`src/rtl/cpu_hs_pkg.sv`:
```
// Shared types for the CPU-side send/ack receive hub.
package cpu_hs_pkg;

   localparam int unsigned DEF_DATA_W = 16;

   typedef enum logic {
      RX_IDLE = 1'b0,
      RX_ACK  = 1'b1
   } rx_state_e;

   typedef logic src_t;

   localparam src_t SRC_P1 = 1'b0;
   localparam src_t SRC_P2 = 1'b1;

endpackage

```
`src/rtl/hs_rx_channel.sv`:
```
// One receive channel: send synchroniser, 4-phase FSM and registered ack.
module hs_rx_channel
   import cpu_hs_pkg::*;
#(
   parameter int unsigned SYNC_STAGES = 2
) (
   input  logic clk,
   input  logic rst_n,
   input  logic send,
   input  logic grant,
   output logic req_c,
   output logic ack
);

   logic [SYNC_STAGES-1:0] sync_q;
   rx_state_e              state;
   logic                   send_s;

   always_ff @(posedge clk or negedge rst_n) begin
      if (!rst_n) begin
         sync_q <= '0;
      end else begin
         sync_q <= {sync_q[SYNC_STAGES-2:0], send};
      end
   end

   assign send_s = sync_q[SYNC_STAGES-1];

   // Only an idle channel may request, so each send pulse yields one word.
   assign req_c = (state == RX_IDLE) && send_s;

   always_ff @(posedge clk or negedge rst_n) begin
      if (!rst_n) begin
         state <= RX_IDLE;
         ack   <= 1'b0;
      end else begin
         case (state)
            RX_IDLE: begin
               if (grant) begin
                  state <= RX_ACK;
                  ack   <= 1'b1;
               end
            end
            RX_ACK: begin
               if (!send_s) begin
                  state <= RX_IDLE;
                  ack   <= 1'b0;
               end
            end
            default: begin
               state <= RX_IDLE;
               ack   <= 1'b0;
            end
         endcase
      end
   end

endmodule

```
`src/rtl/cpu_hs_rx_hub.sv`:
```
// Two-peripheral receive hub: round-robin capture into a FIFO drained by a valid/ready stream.
module cpu_hs_rx_hub
   import cpu_hs_pkg::*;
#(
   parameter int unsigned DATA_W      = DEF_DATA_W,
   parameter int unsigned FIFO_DEPTH  = 4,
   parameter int unsigned SYNC_STAGES = 2
) (
   input  logic                         clkCPU,
   input  logic                         rstCPU,
   input  logic                         inSend1,
   input  logic [DATA_W-1:0]            inData1,
   output logic                         outAck1,
   input  logic                         inSend2,
   input  logic [DATA_W-1:0]            inData2,
   output logic                         outAck2,
   output logic                         outValid,
   output logic [DATA_W-1:0]            outData,
   output logic                         outSrc,
   input  logic                         inReady,
   output logic [$clog2(FIFO_DEPTH):0]  outLevel
);

   localparam int unsigned PTR_W = $clog2(FIFO_DEPTH);
   localparam int unsigned LVL_W = PTR_W + 1;

   logic              req1_c, req2_c;
   logic              grant1_c, grant2_c;
   logic              pop_c, push_c, room_c, tie_c, bypass_c;
   src_t              push_src_c;
   logic [DATA_W-1:0] push_data_c;
   src_t              rr_ptr;

   logic [DATA_W-1:0] mem_data [FIFO_DEPTH];
   src_t              mem_src  [FIFO_DEPTH];
   logic [PTR_W-1:0]  wr_ptr, rd_ptr, rd_ptr_c;
   logic [LVL_W-1:0]  level_c;

   hs_rx_channel #(.SYNC_STAGES(SYNC_STAGES)) u_ch1 (
      .clk   (clkCPU),
      .rst_n (rstCPU),
      .send  (inSend1),
      .grant (grant1_c),
      .req_c (req1_c),
      .ack   (outAck1)
   );

   hs_rx_channel #(.SYNC_STAGES(SYNC_STAGES)) u_ch2 (
      .clk   (clkCPU),
      .rst_n (rstCPU),
      .send  (inSend2),
      .grant (grant2_c),
      .req_c (req2_c),
      .ack   (outAck2)
   );

   // Arbitration: a pop this edge frees a slot, so a full FIFO can still accept.
   always_comb begin
      pop_c    = outValid && inReady;
      room_c   = (outLevel != LVL_W'(FIFO_DEPTH)) || pop_c;
      grant1_c = 1'b0;
      grant2_c = 1'b0;
      if (room_c) begin
         if (req1_c && req2_c) begin
            grant1_c = (rr_ptr == SRC_P1);
            grant2_c = (rr_ptr == SRC_P2);
         end else begin
            grant1_c = req1_c;
            grant2_c = req2_c;
         end
      end
      tie_c       = room_c && req1_c && req2_c;
      push_c      = grant1_c || grant2_c;
      push_src_c  = grant2_c ? SRC_P2 : SRC_P1;
      push_data_c = grant2_c ? inData2 : inData1;
   end

   // Pointer moves only on a contested grant.
   always_ff @(posedge clkCPU or negedge rstCPU) begin
      if (!rstCPU) begin
         rr_ptr <= SRC_P1;
      end else if (tie_c) begin
         rr_ptr <= ~rr_ptr;
      end
   end

   always_ff @(posedge clkCPU) begin
      if (push_c) begin
         mem_data[wr_ptr] <= push_data_c;
         mem_src[wr_ptr]  <= push_src_c;
      end
   end

   // A push into an empty (or emptying) FIFO bypasses storage straight to the head registers.
   always_comb begin
      rd_ptr_c = rd_ptr + PTR_W'(pop_c);
      level_c  = outLevel + LVL_W'(push_c) - LVL_W'(pop_c);
      bypass_c = push_c && (outLevel == LVL_W'(pop_c));
   end

   always_ff @(posedge clkCPU or negedge rstCPU) begin
      if (!rstCPU) begin
         wr_ptr   <= '0;
         rd_ptr   <= '0;
         outLevel <= '0;
         outValid <= 1'b0;
         outData  <= '0;
         outSrc   <= SRC_P1;
      end else begin
         wr_ptr   <= wr_ptr + PTR_W'(push_c);
         rd_ptr   <= rd_ptr_c;
         outLevel <= level_c;
         outValid <= (level_c != '0);
         if (bypass_c) begin
            outData <= push_data_c;
            outSrc  <= push_src_c;
         end else if (level_c != '0) begin
            outData <= mem_data[rd_ptr_c];
            outSrc  <= mem_src[rd_ptr_c];
         end
      end
   end

endmodule

```
`config.mk`:
```
export PLATFORM = sky130hd
export DESIGN_NAME = cpu_hs_rx_hub
export DESIGN_NICKNAME = d
export VERILOG_FILES = /design/src/rtl/cpu_hs_pkg.sv /design/src/rtl/hs_rx_channel.sv /design/src/rtl/cpu_hs_rx_hub.sv
export SDC_FILE = /design/constraint.sdc
export NUM_CORES = 1
export LEC_CHECK = 0
export CORE_MARGIN = 5
export CORE_UTILIZATION = 55
export CTS_CLUSTER_DIAMETER = 120
export DETAILED_ROUTE_END_ITERATION = 7
export PLACE_DENSITY = 0.78
export SLEW_MARGIN = 20
export SYNTH_ARGS = -nofsm -noshare
export SYNTH_HDL_FRONTEND = slang
export SYNTH_SLANG_ARGS = --single-unit
```
`constraint.sdc`:
```
create_clock -name clkCPU -period 6.47 [get_ports clkCPU]
set_clock_uncertainty 0.2 [all_clocks]
set_input_delay 1.294 -clock clkCPU [delete_from_list [all_inputs] [get_ports clkCPU]]
set_output_delay 1.294 -clock clkCPU [all_outputs]
set_load 0.01 [all_outputs]
```
==> flow_metrics.tcl, run 1 <==
set metrics [dict create \
    wl_mm 8.457 \
    vias 2594 \
    finalWorstSetupSlack_ps 2066 \
    drc 0 \
    cts_tree "done" \
    ctsResizeCount 0 \
    endpoint_kind "flip-flop" \
    synthMuxAreaShare_pct 10.14 \
    synth_fp_nets 332 \
    clockBufferDepth 2 \
    max_slew_margin_pct 35.22 \
    antenna_found_initial 0 \
    start_util_pct 56.33 \
    regArea_um2 2893 \
    yosys_warnings 0 \
    dp_hpwl_mm 5.521 \
    cp.required_ps 6490 \
    drv_slew 0 \
    cap_viol_max_count 0 \
    tns_ps 0 \
    grt_max_degree 38 \
    yosysTopAreaCellShare_pct 47.15 \
    synth_compound_area_share_pct 7.108 \
    routabilityCongestion 0.8580 \
    worst_hold_path_type "reg -> reg" \
    rsz0062_at_grt "no" \
    cts_hold_buf 0 \
    period_minus_slack_ps 4404 \
    worst-endpoint-arrival_ps 4420 \
    path_max_fanout 18 \
    chipWidth_um 98.73 \
    post_cts_buffers 0 \
    p_per_area_nw_per_um2 481.6 \
    clkSlewWorstSetupHoldPaths_ps 100 \
    fin_crit_sh_pct 68.07 \
    synth_area_per_cell_um2 14.83 \
    dieHeight_um 98.73 \
    dieArea_um2 9748 \
    port_buffers 59 \
    synth_cells 292 \
    syn_to_final_growth_pct 19.53 \
    gr-usage-all-layers_pct 18.17 \
    clockRootBuffer "clkbuf_8" \
    htreeDepth 3 \
    dp_slack_ps 1698 \
    ys_seq_elements 102 \
    drive_above_1_share_pct 9.722 \
    tightest_slew_ps 971.7 \
    hold_violations 0 \
    rrSetupSlack_ps 2850 \
    synthAdderAreaFrac_pct 1.040 \
    grt_pass1_wl_mm 13.64 \
    grt_pass1_vias 2630 \
    yosysMostFrequentCell "nand2_1" \
    synth_area_leaders "edfxtp_1 47%, dfrtp_1 20%, mux4_1 9.1%, nand2_1 7.5%, a32oi_1 3.2%" \
    path_class "in -> reg" \
    grt_overflow 0 \
    setup_viol 0 \
    cts.sinks 102 \
    synthArstFlopShare_pct 33.33 \
    nets 395 \
    synthSimpleGateAreaFrac_pct 10.05 \
    synth_ff_type "edfxtp_1" \
    dr.pass1.iters 4 \
    cts_buffers 9 \
    syn-cell-area_um2 4330 \
    ys_seq_area_share_pct 66.80 \
    outcome "finished clean" \
    ir_drop_mv 0.2326 \
    via_per_inst 5.615 \
    synth.distinct_cells 36 \
    cp-start-kind "primary input" \
    multi_input_area_um2 1296 \
    synth_top_family_by_area "multiplexers" \
    timing.fmax_ghz 0.2271 \
    yosysTopAreaCell "edfxtp_1" \
    leakagePower_nw 1.986 \
    ant_nets 0 \
    diodes 0 \
    nFillCells 539 \
    synthTopCellsByCount "86 x nand2_1, 68 x edfxtp_1, 34 x dfrtp_1, 17 x a21oi_1, 16 x a32oi_1" \
    clock_latency_ps 360 \
    synth_edf_count 68 \
    detail_route.wl_per_cell_um 18.31 \
    core-area_um2 7687 \
    synth_xor_area_share_pct 1.358 \
    std_cell_rows 32 \
    drtIter0Drc 151 \
    ioPinCount 60 \
]
cell type report:
type / instances / area share (%)
Tap cell: 102 / 2.466
Multi-Input combinational cell: 171 / 25.04
Clock inverter: 6 / 1.039
Sequential cell: 102 / 55.89
Inverter: 5 / 0.3626
Timing Repair Buffer: 66 / 12.33
Clock buffer: 10 / 2.876
per-layer routing:
metal	wire [µm]	vias up	share of wire, %	GRT usage, %
met5	0	-	0	0
met4	55	0	0.65	5.987
met1	3421	1304	40	23.44
li1	-	1223	-	-
met2	4573	60	54	31.15
met3	406	7	4.8	3.539
per-stage QoR:
step	hold slack (ps)	power, mW	utilization, %	instance area [µm²]	cells
after floorplan	131.2	1.783	-	4330	292
after global placement	134.5	2.078	64.70	4974	446
after detailed placement	143.3	2.126	64.70	4974	446
after CTS	170.8	2.511	67.33	5176	462
after global routing	182.4	2.650	67.33	5176	462
final	166.1	2.493	67.33	5176	462
sequential cells by signal, indices dropped and copies added, names as in the netlist, 2 cells and up:
signal	flops
mem_src	4
outLevel	3
rd_ptr	2
outData	16
u_ch1.sync_q	2
mem_data	64
u_ch2.sync_q	2
wr_ptr	2
kinds of logic after synthesis:
group | Yosys count
xor gates and xnor gates | 5
DFF | 102
and+or+nand+nor | 104
buffers and inverters | 19
adders and majority gates | 3
AOI/OAI and AO/OA | 42
muxes | 17
path summary, 6_finish.rpt:
| check | start | to | cells past startpoint |
|---|---|---|---|
| worst max-delay path | inReady | outData[8]$_DFFE_PN0P_ | 13 |
| worst min-delay path | u_ch2.sync_q[0]$_DFF_PN0_ | u_ch2.sync_q[1]$_DFF_PN0_ | 0 |
| worst max register to register | outLevel[0]$_DFF_PN0_ | outData[8]$_DFFE_PN0P_ | 12 |
| worst min register to register | u_ch2.sync_q[0]$_DFF_PN0_ | u_ch2.sync_q[1]$_DFF_PN0_ | 0 |
| max in group asynchronous | rstCPU | outData[0]$_DFFE_PN0P_ | 1 |
| min in group asynchronous | rstCPU | outLevel[1]$_DFF_PN0_ | 1 |
power breakdown:
| part | internal [mW] | switching [mW] | leakage, nW |
|---|---|---|---|
| Combinational | 0.505 | 0.559 | 0.859 |
| Sequential | 0.952 | 0.0879 | 1.02 |
| Clock | 0.169 | 0.219 | 0.105 |
worst max-delay path, stage by stage:
cell and delay, ps:
clkdlybuf4s50_1 450, and2_1 240, or2_1 290, o21ai_0 280, o21ai_0 190, ha_1 230, fa_1 370, xnor3_2 270
nor3_4 110, buf_4 260, inv_2 200, nand2_1 110, a32oi_1 100
cell usage in the layout, fill, tap and decap left out, types with 2 or more instances in the layout:
cell type / n
nand2_1: 86
edfxtp_1: 68
clkdlybuf4s50_1: 58
dfrtp_1: 34
a21oi_1: 17
a32oi_1: 16
mux4_1: 15
clkbuf_8: 9
buf_4: 7
nor2_1: 5
nor2b_1: 3
inv_1: 3
xnor2_1: 3
o21ai_0: 3
inv_2: 2
nor3_2: 2
mux4_2: 2
ha_1: 2
clkinv_4: 2
No activity file was read; power rests on OpenSTA's default activity.
==> run 2, diff against run 1 <==
CORE_UTILIZATION = 49   (was 55)
PLACE_DENSITY = 0.74   (was 0.78)
clock period = 3.69 ns   (was 6.47 ns; I/O delays follow)
==> run 2 against run 1 <==
  * Critical path depth shrank 1
  * Clock-buffer cell count is the same
  * First-iteration DRC count shrank 20%
  * Combinational power grew 84%
  * Critical path type unchanged
==> flow_metrics.tcl, run 2 (synthesis gave the netlist of run 1 again) <==
set metrics [dict create \
    chipWidth_um 104.0 \
    nets 402 \
    pwr-share-clk_pct 16.6 \
    drv_slew 0 \
    tns_ps 0 \
    syn_to_final_growth_pct 21.50 \
    leakagePower_nw 2.018 \
    cts.sinks 102 \
    final_cell_mix "86 x nand2_1, 68 x edfxtp_1, 58 x clkdlybuf4s50_1" \
    finalPower_mw 4.521 \
    internal_power_mw 3.002 \
    max_slew_margin_pct 45.42 \
    grt_overflow 0 \
    diodes 0 \
    tightest_slew_ps 818.7 \
    outcome "finished clean" \
    cts_hold_buf 0 \
    ir_drop_mv 0.3129 \
    worst-endpoint-arrival_ps 3290 \
    regMostFlops "mem_data" \
    cp.required_ps 3710 \
    clockRootBuffer "clkbuf_8" \
    path_max_fanout 18 \
    vias 2610 \
    drive_above_1_share_pct 10.90 \
    mostFrequentLayoutCell "nand2_1" \
    largest_register_ffs 64 \
    dp_cells 459 \
    grt_pass1_vias 2789 \
    std_cell_rows 34 \
    wl_mm 8.712 \
    clockBufferDepth 2 \
    ant_nets 0 \
    final_cells 475 \
    antenna_found_initial 0 \
    p_per_area_nw_per_um2 859.3 \
    ioPinCount 60 \
    grt_pass1_wl_mm 14.69 \
    start_util_pct 49.90 \
    dpl_cell_area_um2 5046 \
    period_minus_slack_ps 3267 \
    fin_area_um2 5261 \
    dp_hpwl_mm 5.691 \
    via_per_inst 5.495 \
    fin_crit_sh_pct 88.53 \
    post_cts_buffers 0 \
    grt_max_degree 38 \
    cp-start-kind "primary input" \
    dr.pass1.iters 4 \
    clock_latency_ps 360 \
    drc 0 \
    setup_viol 0 \
    cts_buffers 9 \
    ctsResizeCount 0 \
    seqPwrFrac_pct 40.3 \
    combPwrFrac_pct 43.1 \
    p_sw_share_pct 33.59 \
    path_class "in -> reg" \
    rsz0062_at_grt "no" \
    worst_hold_path_type "reg -> reg" \
    core-area_um2 8678 \
    htreeDepth 3 \
    clkSlewWorstSetupHoldPaths_ps 100 \
    cts_tree "done" \
    detail_route.wl_per_cell_um 18.34 \
    dieArea_um2 10820 \
    gr-usage-all-layers_pct 17.30 \
    port_buffers 59 \
    endpoint_kind "flip-flop" \
    reg.largest.list "mem_data x64, outData x16, mem_src x4" \
    hold_violations 0 \
    timing.fmax_ghz 0.3061 \
    drtIter0Drc 121 \
    cap_viol_max_count 0 \
    dieHeight_um 104.0 \
    routabilityCongestion 0.7892 \
    switchingPower_mw 1.519 \
]
[run 2: cell type report]
type	count	area [µm²]
Fill cell	664	3417
Timing Repair Buffer	73	703.2
Clock buffer	10	127.6
Inverter	5	18.77
Multi-Input combinational cell	171	1296
Tap cell	108	135.1
Sequential cell	102	2893
Clock inverter	6	87.58
[run 2: worst max-delay path, stage by stage]
cell and delay [ps]:
clkdlybuf4s50_1 430, and2_1 160, or2_1 270, o21ai_0 120, o21ai_0 120, ha_1 200, fa_1 360, xnor3_2 260
nor3_4 190, inv_2 200, nand2_1 120, a32oi_1 100
[run 2: stage by stage]
stage | setup slack (ps) | hold WS [ps] | util (%)
floorplan | 301.3 | 131.2 | -
global placement | 118.7 | 135.7 | 58.15
detailed placement | 52.56 | 136.2 | 58.15
CTS | 423.8 | 156.5 | 60.63
global route | 227.2 | 174.3 | 60.63
finish | 423.3 | 154.2 | 60.63
[run 2: worst paths after layout]
kind / start / to / slack (ps) / cells past startpoint
max reg2reg: outLevel[0]$_DFF_PN0_ / outData[1]$_DFFE_PN0P_ / 520 / 11
min: u_ch1.sync_q[0]$_DFF_PN0_ / u_ch1.sync_q[1]$_DFF_PN0_ / 150 / 0
max: inReady / outData[1]$_DFFE_PN0P_ / 420 / 12
max in group asynchronous: rstCPU / u_ch1.sync_q[0]$_DFF_PN0_ / 2500 / 1
min in group asynchronous: rstCPU / outLevel[1]$_DFF_PN0_ / 270 / 1
min reg2reg: u_ch1.sync_q[0]$_DFF_PN0_ / u_ch1.sync_q[1]$_DFF_PN0_ / 150 / 0
[run 2: per-layer routing]
layer	part of all wire [%]	wire [µm]	track usage, %	up-vias
met3	5.1	448	2.855	8
li1	-	-	-	1238
met5	0	0	0	-
met4	1.2	103	7.031	0
met1	41	3589	22.74	1290
met2	52	4570	28.73	74
[run 2: power groups by stage]
stage / Clock, mW / Sequential, mW / Combinational [mW]
floorplan: 0 / 1.87 / 1.26
global placement: 0 / 1.83 / 1.92
detailed placement: 0 / 1.85 / 1.98
CTS: 0.767 / 1.82 / 1.99
global route: 0.809 / 1.86 / 2.13
finish: 0.751 / 1.82 / 1.95
==> run 3, diff against run 2 <==
PLACE_DENSITY = 0.75   (was 0.74)
SKIP_CTS_REPAIR_TIMING = 1   (was default)
==> run 3 against run 2 <==
  * Flip-flop and latch count unchanged
  * Cell count down 0.63%
  * Core utilization up 0.13 points
  * Critical endpoint is now outData[0]$_DFFE_PN0P_
  * Largest power group unchanged
==> flow_metrics.tcl, run 3 (synthesis gave the netlist of run 1 again) <==
set metrics [dict create \
    outcome "finished clean" \
    tns_ps 0 \
    setup_viol 0 \
    rrSetupSlack_ps 440 \
    dp_cells 456 \
    tightest_slew_ps 822.3 \
    dieArea_um2 10820 \
    internal_power_mw 3.070 \
    std_cell_rows 34 \
    leakagePower_nw 2.028 \
    via_per_inst 5.629 \
    ioPinCount 60 \
    worst_hold_path_type "reg -> reg" \
    finalPower_mw 4.604 \
    hold_violations 0 \
    port_buffers 59 \
    ir_drop_mv 0.3411 \
    endpoint_kind "flip-flop" \
    multi_input_area_um2 1296 \
    max_slew_margin_pct 45.18 \
    vias 2657 \
    cp.required_ps 3710 \
    clock_latency_ps 360 \
    p_sw_share_pct 33.31 \
    dr.pass1.iters 4 \
    worst-endpoint-arrival_ps 3380 \
    core-area_um2 8678 \
    grt_max_degree 38 \
    chipWidth_um 104.0 \
    regMostFlops "mem_data" \
    cp-start-kind "primary input" \
    finalWorstSetupSlack_ps 334.5 \
    syn_to_final_growth_pct 21.76 \
    hold_ws_ps 157.9 \
    cts.sinks 102 \
    grt_pass1_wl_mm 14.10 \
    dpl_cell_area_um2 5036 \
    timing.fmax_ghz 0.2980 \
    seqPwrFrac_pct 39.6 \
    ant_nets 0 \
    routabilityCongestion 0.7396 \
    cts_tree "done" \
    cts_buffers 9 \
    clockRootBuffer "clkbuf_8" \
    htreeDepth 3 \
    post-route-util_pct 60.76 \
    fin_crit_sh_pct 90.93 \
    final_cell_mix "86 x nand2_1, 68 x edfxtp_1, 58 x clkdlybuf4s50_1" \
    drc 0 \
    grt_pass1_vias 2769 \
    p_per_area_nw_per_um2 873.1 \
    nFillCells 682 \
    gr-usage-all-layers_pct 16.46 \
    mostFrequentLayoutCell "nand2_1" \
    cap_viol_max_count 0 \
    switchingPower_mw 1.533 \
    dp_slack_ps -51.51 \
    regArea_um2 2893 \
    clkSlewWorstSetupHoldPaths_ps 90 \
    clockBufferDepth 2 \
    start_util_pct 49.90 \
    fin_area_um2 5273 \
    path_class "in -> reg" \
    rsz0062_at_grt "no" \
    drtIter0Drc 141 \
    largest_register_ffs 64 \
    path_max_fanout 18 \
    grt_overflow 0 \
    drv_slew 0 \
    nets 399 \
    pwr-share-clk_pct 17.8 \
    detail_route.wl_per_cell_um 18.63 \
    dieHeight_um 104.0 \
    drive_above_1_share_pct 10.44 \
    period_minus_slack_ps 3355 \
    antenna_found_initial 0 \
    final_cells 472 \
    reg.largest.list "mem_data x64, outData x16, mem_src x4" \
    combPwrFrac_pct 42.6 \
    wl_mm 8.791 \
    diodes 0 \
    dp_hpwl_mm 5.659 \
]
[run 3: cell types whose count changed in the layout (fill, tap and decap cells not counted), sizes merged]
cell / previous run / this run
buf: 15 / 12
bufinv: 2 / 3
clkinvlp: 2 / 0
inv: 5 / 6
[run 3: power by group through the flow]
stage	Combinational [mW]	Clock (mW)	Sequential [mW]
3_3_place_gp	1.90	0	1.83
2_1_floorplan	1.26	0	1.87
4_1_cts	1.98	0.832	1.83
5_1_grt	2.12	0.885	1.86
6_report	1.96	0.818	1.82
3_5_place_dp	1.97	0	1.85
[run 3: worst max-delay path, cell delays in order]
cell	delay [ps]
clkdlybuf4s50_1	440
and2_1	160
or2_1	270
o21ai_0	130
o21ai_0	140
ha_1	210
fa_1	370
xnor3_2	260
nor3_4	200
inv_2	210
nand2_1	130
a32oi_1	100
[run 3: layout make-up]
cell class / count / share of cell area, %
clock buffer: 10 / 2.420
clock inverter: 6 / 2.065
inverter: 5 / 0.3560
multi-input combinational: 171 / 24.58
sequential: 102 / 54.86
tap: 108 / 2.563
timing repair buffer: 70 / 13.15
[run 3: path summary, 6_finish.rpt]
check	startpoint	to	depth (start not counted)
max	inReady	outData[0]$_DFFE_PN0P_	12
min	u_ch2.sync_q[0]$_DFF_PN0_	u_ch2.sync_q[1]$_DFF_PN0_	0
max reg2reg	outLevel[0]$_DFF_PN0_	outData[0]$_DFFE_PN0P_	11
min reg2reg	u_ch2.sync_q[0]$_DFF_PN0_	u_ch2.sync_q[1]$_DFF_PN0_	0
max in group asynchronous	rstCPU	u_ch1.sync_q[1]$_DFF_PN0_	1
min in group asynchronous	rstCPU	outData[8]$_DFFE_PN0P_	1
[run 3: layer usage]
| metal | track usage, % | share of wire [%] | up-vias |
|---|---|---|---|
| met5 | 0 | 0 | - |
| met4 | 4.995 | 1.5 | 0 |
| met1 | 19.70 | 42 | 1357 |
| met2 | 29.42 | 52 | 53 |
| met3 | 3.849 | 3.9 | 12 |
| li1 | - | - | 1235 |
